**src/rtl/adder_arb_pkg.sv**
```systemverilog
// Shared definitions for the two-requester arbitrated 6-bit adder:
// FSM state encoding, operand/sum widths, requester count.
package adder_arb_pkg;

  localparam int OP_W  = 6;
  localparam int SUM_W = 7;
  localparam int N_REQ = 2;

  typedef enum logic [1:0] {
    ST_IDLE = 2'd0,
    ST_CALC = 2'd1,
    ST_RESP = 2'd2
  } state_t;

  function automatic logic [N_REQ-1:0] onehot_req(input logic id);
    return id ? 2'b10 : 2'b01;
  endfunction

endpackage

```
**src/rtl/adder_6bits.sv**
```systemverilog
// Combinational 6-bit unsigned adder; carry lands in bit 6 of the sum.
// Zero latency, no flow control.
module adder_6bits
  import adder_arb_pkg::*;
(
  input  logic [OP_W-1:0]  i_a,
  input  logic [OP_W-1:0]  i_b,
  output logic [SUM_W-1:0] o_s
);

  assign o_s = {1'b0, i_a} + {1'b0, i_b};

endmodule

```
**src/rtl/adder_6bits_arbiter.sv**
```systemverilog
// Two requesters share one adder: accept -> rsp_valid in 2 cycles, result held until owner's rsp_ready.
// Fixed priority (req0) by default; ADDER_ARB_ROUND_ROBIN_EN selects round-robin arbitration.
module adder_6bits_arbiter
  import adder_arb_pkg::*;
#(
  parameter int P_CNT_W = 8
) (
  input  logic               i_w_clk,
  input  logic               i_w_reset,
  input  logic [N_REQ-1:0]   i_w_req_valid,
  input  logic [OP_W-1:0]    i_w_a0,
  input  logic [OP_W-1:0]    i_w_b0,
  input  logic [OP_W-1:0]    i_w_a1,
  input  logic [OP_W-1:0]    i_w_b1,
  output logic [N_REQ-1:0]   o_w_req_ready,
  output logic [N_REQ-1:0]   o_w_rsp_valid,
  input  logic [N_REQ-1:0]   i_w_rsp_ready,
  output logic [SUM_W-1:0]   o_w_rsp_s,
  output logic               o_w_busy,
  output logic [P_CNT_W-1:0] o_w_ops_count
);

  localparam logic [P_CNT_W-1:0] LP_CNT_ONE = 1;

  state_t             r_state;
  state_t             w_state_nxt;
  logic [OP_W-1:0]    r_a;
  logic [OP_W-1:0]    r_b;
  logic               r_owner;
  logic [SUM_W-1:0]   r_sum;
  logic [SUM_W-1:0]   w_sum;
  logic [P_CNT_W-1:0] r_cnt;
  logic               w_grant;
  logic               w_acc;
  logic               w_rsp_done;

`ifdef ADDER_ARB_ROUND_ROBIN_EN
  logic r_ptr;

  always_comb w_grant = (&i_w_req_valid) ? r_ptr : i_w_req_valid[1];

  // After each served response the other requester gets priority on a tie
  always_ff @(posedge i_w_clk) begin
    if (i_w_reset) begin
      r_ptr <= 1'b0;
    end else if (w_rsp_done) begin
      r_ptr <= ~r_owner;
    end
  end
`else
  always_comb w_grant = ~i_w_req_valid[0];
`endif

  adder_6bits u_adder (
    .i_a (r_a),
    .i_b (r_b),
    .o_s (w_sum)
  );

  always_comb begin
    w_state_nxt   = r_state;
    o_w_req_ready = '0;
    o_w_rsp_valid = '0;
    w_acc         = 1'b0;
    w_rsp_done    = 1'b0;
    case (r_state)
      ST_IDLE: begin
        if (|i_w_req_valid) begin
          o_w_req_ready = onehot_req(w_grant);
          w_acc         = 1'b1;
          w_state_nxt   = ST_CALC;
        end
      end
      ST_CALC: w_state_nxt = ST_RESP;
      ST_RESP: begin
        o_w_rsp_valid = onehot_req(r_owner);
        if (i_w_rsp_ready[r_owner]) begin
          w_rsp_done  = 1'b1;
          w_state_nxt = ST_IDLE;
        end
      end
      default: w_state_nxt = ST_IDLE;
    endcase
    // No handshake is offered while reset is asserted
    if (i_w_reset) begin
      o_w_req_ready = '0;
      o_w_rsp_valid = '0;
    end
  end

  always_ff @(posedge i_w_clk) begin
    if (i_w_reset) begin
      r_state <= ST_IDLE;
      r_a     <= '0;
      r_b     <= '0;
      r_owner <= 1'b0;
      r_sum   <= '0;
      r_cnt   <= '0;
    end else begin
      r_state <= w_state_nxt;
      if (w_acc) begin
        r_a     <= w_grant ? i_w_a1 : i_w_a0;
        r_b     <= w_grant ? i_w_b1 : i_w_b0;
        r_owner <= w_grant;
      end
      if (r_state == ST_CALC) begin
        r_sum <= w_sum;
      end
      if (w_rsp_done) begin
        r_cnt <= r_cnt + LP_CNT_ONE;
      end
    end
  end

  assign o_w_busy      = (r_state != ST_IDLE);
  assign o_w_rsp_s     = r_sum;
  assign o_w_ops_count = r_cnt;

endmodule

```
**config.mk**
```make
export PLATFORM = sky130hd
export DESIGN_NAME = adder_6bits_arbiter
export DESIGN_NICKNAME = d
export VERILOG_FILES = /design/src/rtl/adder_arb_pkg.sv /design/src/rtl/adder_6bits.sv /design/src/rtl/adder_6bits_arbiter.sv
export SDC_FILE = /design/constraint.sdc
export NUM_CORES = 1
export LEC_CHECK = 0
export CAP_MARGIN = 30
export CORE_UTILIZATION = 49
export CTS_BUF_LIST = sky130_fd_sc_hd__clkbuf_4 sky130_fd_sc_hd__clkbuf_8 sky130_fd_sc_hd__clkbuf_16
export DETAILED_ROUTE_END_ITERATION = 6
export GPL_TIMING_DRIVEN = 0
export PLACE_DENSITY_LB_ADDON = 0.25
export SLEW_MARGIN = 10
export SYNTH_ARGS = -nofsm -noshare
export SYNTH_HDL_FRONTEND = slang
export SYNTH_SLANG_ARGS = --single-unit
```
**constraint.sdc**
```tcl
create_clock -name i_w_clk -period 2.4 [get_ports i_w_clk]
set_clock_uncertainty 0.05 [all_clocks]
set_input_delay 0.24 -clock i_w_clk [delete_from_list [all_inputs] [get_ports i_w_clk]]
set_output_delay 0.24 -clock i_w_clk [all_outputs]
set_load 0.005 [all_outputs]
```
==> results.json <==
{
  "leakagePower_nw": 0.8164,
  "grtUsageTotal_pct": 25.73,
  "vias": 1447,
  "place_area_sq_um": 2042,
  "dieArea_sq_um": 3334,
  "area_delta_synth_final_pct": 39.36,
  "grt_max_degree": 11,
  "fin_hold_ws_ps": 277.5,
  "dp_hpwl_um": 2868,
  "rsz0062_at_grt": "no",
  "synth_mux_area_share_pct": 8.792,
  "h-tree-depth": 2,
  "core_sq_um": 2853,
  "violations": "design-rule violations",
  "io_pins": 50,
  "fmax_mhz": 446.1,
  "crit_type": "reg -> out",
  "worstPathCellList": "nor2_1 -> inv_1 -> nor4b_1 -> clkdlybuf4s50_1",
  "cp_slowest_cell": "clkdlybuf4s50_1",
  "synthArstFlopShare_pct": 0,
  "grt_overflow": 0,
  "first_pass_iters": 7,
  "synth_adder_area_share_pct": 7.067,
  "clkSlewWorstSetupHoldPaths_ps": 100,
  "finalSetupTns_ps": 0,
  "netlist_instances": 172,
  "diodes": 0,
  "rows": 19,
  "synth_seq_cells": 30,
  "post-route-period-util_pct": 93.40,
  "cts-root-buf": "clkbuf_4",
  "ctsHoldBuffers": 0,
  "hp-class": "in -> reg",
  "maxCapViolCount": 0,
  "slew_headroom_pct": 68.04,
  "postRouteAntennaNets": 0,
  "place_congestion": 0.8658,
  "wirelength_um": 3787,
  "synth_xor_xnor_area_share_pct": 3.451,
  "slowest_delay_ps": 550,
  "grt_first_pass_wirelength_um": 6472,
  "synthTopCellsByCount": "dfxtp_1, nor2_1, a211oi_1, mux2i_1, a21oi_1",
  "maxSlewViolCount": 0,
  "cts_tree": "built",
  "outcome": "complete, but fails checks",
  "synth-compound-area-share_pct": 15.86,
  "start_util_pct": 53.38,
  "io_buffers": 48,
  "cts_resized": 0,
  "clk_latency_ps": 350,
  "cts.sinks": 30,
  "nNetsFinal": 265,
  "drc_errors": 2,
  "yosysWarnings": 0,
  "drt_iter0_drc": 45,
  "worstMarginPinSlew_ps": 470.1,
  "setup_viol": 0,
  "synthesis.nets": 210,
  "synth_top_cell_by_area": "dfxtp_1",
  "dieWidth_um": 57.75,
  "seq_area_frac_synth_pct": 39.44,
  "die_height_um": 57.75,
  "netlist-cell-type-count": 34,
  "synth-simple-area-share_pct": 20.87,
  "worstSetupEndpointType": "primary output",
  "hold_viol": 0,
  "viasPerCell": 5.587,
  "layout_min_cycle_time_ps": 2242,
  "synth_edf_count": 0,
  "critPathMaxFanout": 5,
  "drive_gt1_share_pct": 8.333,
  "cts_buffers": 5,
  "antenna_found_initial": 0,
  "design_area_sq_um": 2122,
  "synth_top_area_share_pct": 39.44,
  "synthTopCellsByArea": "dfxtp_1, a211oi_1, mux2i_1, nor2_1, ha_1",
  "worstPathArrival_ps": 1950,
  "syn_area_per_cell_sq_um": 8.853,
  "cts.path.max_buffers": 2,
  "cts_setup_buffers": 0,
  "synth_flop_cell": "dfxtp_1",
  "grt_pass1_vias": 1483,
  "p_per_area_nw_per_um2": 593.3,
  "worst_ir_drop_vdd_mv": 0.4531,
  "synth_top_family_by_area": "simple AND/OR/NAND/NOR gates",
  "required_ps": 2110,
  "worstSetupStartpointType": "flop",
  "synthesis.area_sq_um": 1523,
  "wire_per_inst_um": 14.62
}
## metal layers
metal	share of wire [%]	wire length [um]	track usage, %
met5	0	0	0
met4	1.7	64	10.20
met2	49	1850	42.86
met1	43	1629	29.65
met3	6.4	243	10.27
## cells in the final DEF, fill, tap and decap left out, types with 5 or more instances in the layout
master	n
inv_1	6
dfxtp_1	30
a21oi_1	8
xnor2_1	6
nand2_1	6
nor3_1	5
nor2_1	30
clkdlybuf4s50_1	48
ha_1	7
nand2b_1	5
mux2i_1	12
a211oi_1	17
clkbuf_4	5
## flip-flops by register name, summed over array words and instances, names as in the netlist
register and cells:
o_w_ops_count 8, o_w_rsp_s 7, r_a 6, r_b 6
r_state 2, r_owner 1
## area by class of cell
type                    instances  area (sq um)
multi-input cells             126         853.3
fillers                       223         730.7
flip-flops and latches         30         600.6
repair buffers                 48         480.5
clock buffers                   8         78.83
plain buffers                  10         47.55
well taps                      31         38.79
inverters                       6         22.52
## final timing paths
| path | end | slack [ps] | startpoint | depth (start not counted) |
|---|---|---|---|---|
| worst min register to register | o_w_rsp_s[0] | 420 | o_w_rsp_s[0] | 2 |
| worst min-delay path | r_b[1] | 280 | i_w_req_valid[0] | 3 |
| worst max-delay path | o_w_req_ready[1] | 160 | r_state[0] | 4 |
| worst max register to register | o_w_rsp_s[6] | 530 | r_a[0] | 7 |
## stage by stage
stage / setup slack (ps) / util [%] / instances / power (mW)
global route: 9.198 / 74.39 / 259 / 1.321
global placement: 81.82 / 71.58 / 251 / 0.8651
CTS: 40.35 / 74.34 / 259 / 1.255
detailed placement: 56.74 / 71.58 / 251 / 0.8834
finish: 158.3 / 74.39 / 259 / 1.259
floorplan: 787.6 / - / 172 / 0.7510
## kinds of logic (layout without fill, tap and decap cells)
family | after synthesis | in the layout
fa+ha+maj | 8 | 8
buf+inv | 16 | 72
simple gates | 64 | 64
xor+xnor | 6 | 6
mux | 13 | 13
compound gates | 35 | 35
flops | 30 | 30
## power breakdown
group | leakage, nW | total, mW | switching [mW] | internal, mW
clock | 0.0446 | 0.383 | 0.183 | 0.200
sequential | 0.246 | 0.568 | 0.0282 | 0.540
combinational | 0.526 | 0.307 | 0.148 | 0.159
## worst max-delay path: cells and delay by family (launching register included)
kind          cells  cell delay [ps]
flops             1              350
buf+inv           2              680
simple gates      2              560
No activity file was read; power rests on OpenSTA's default activity.
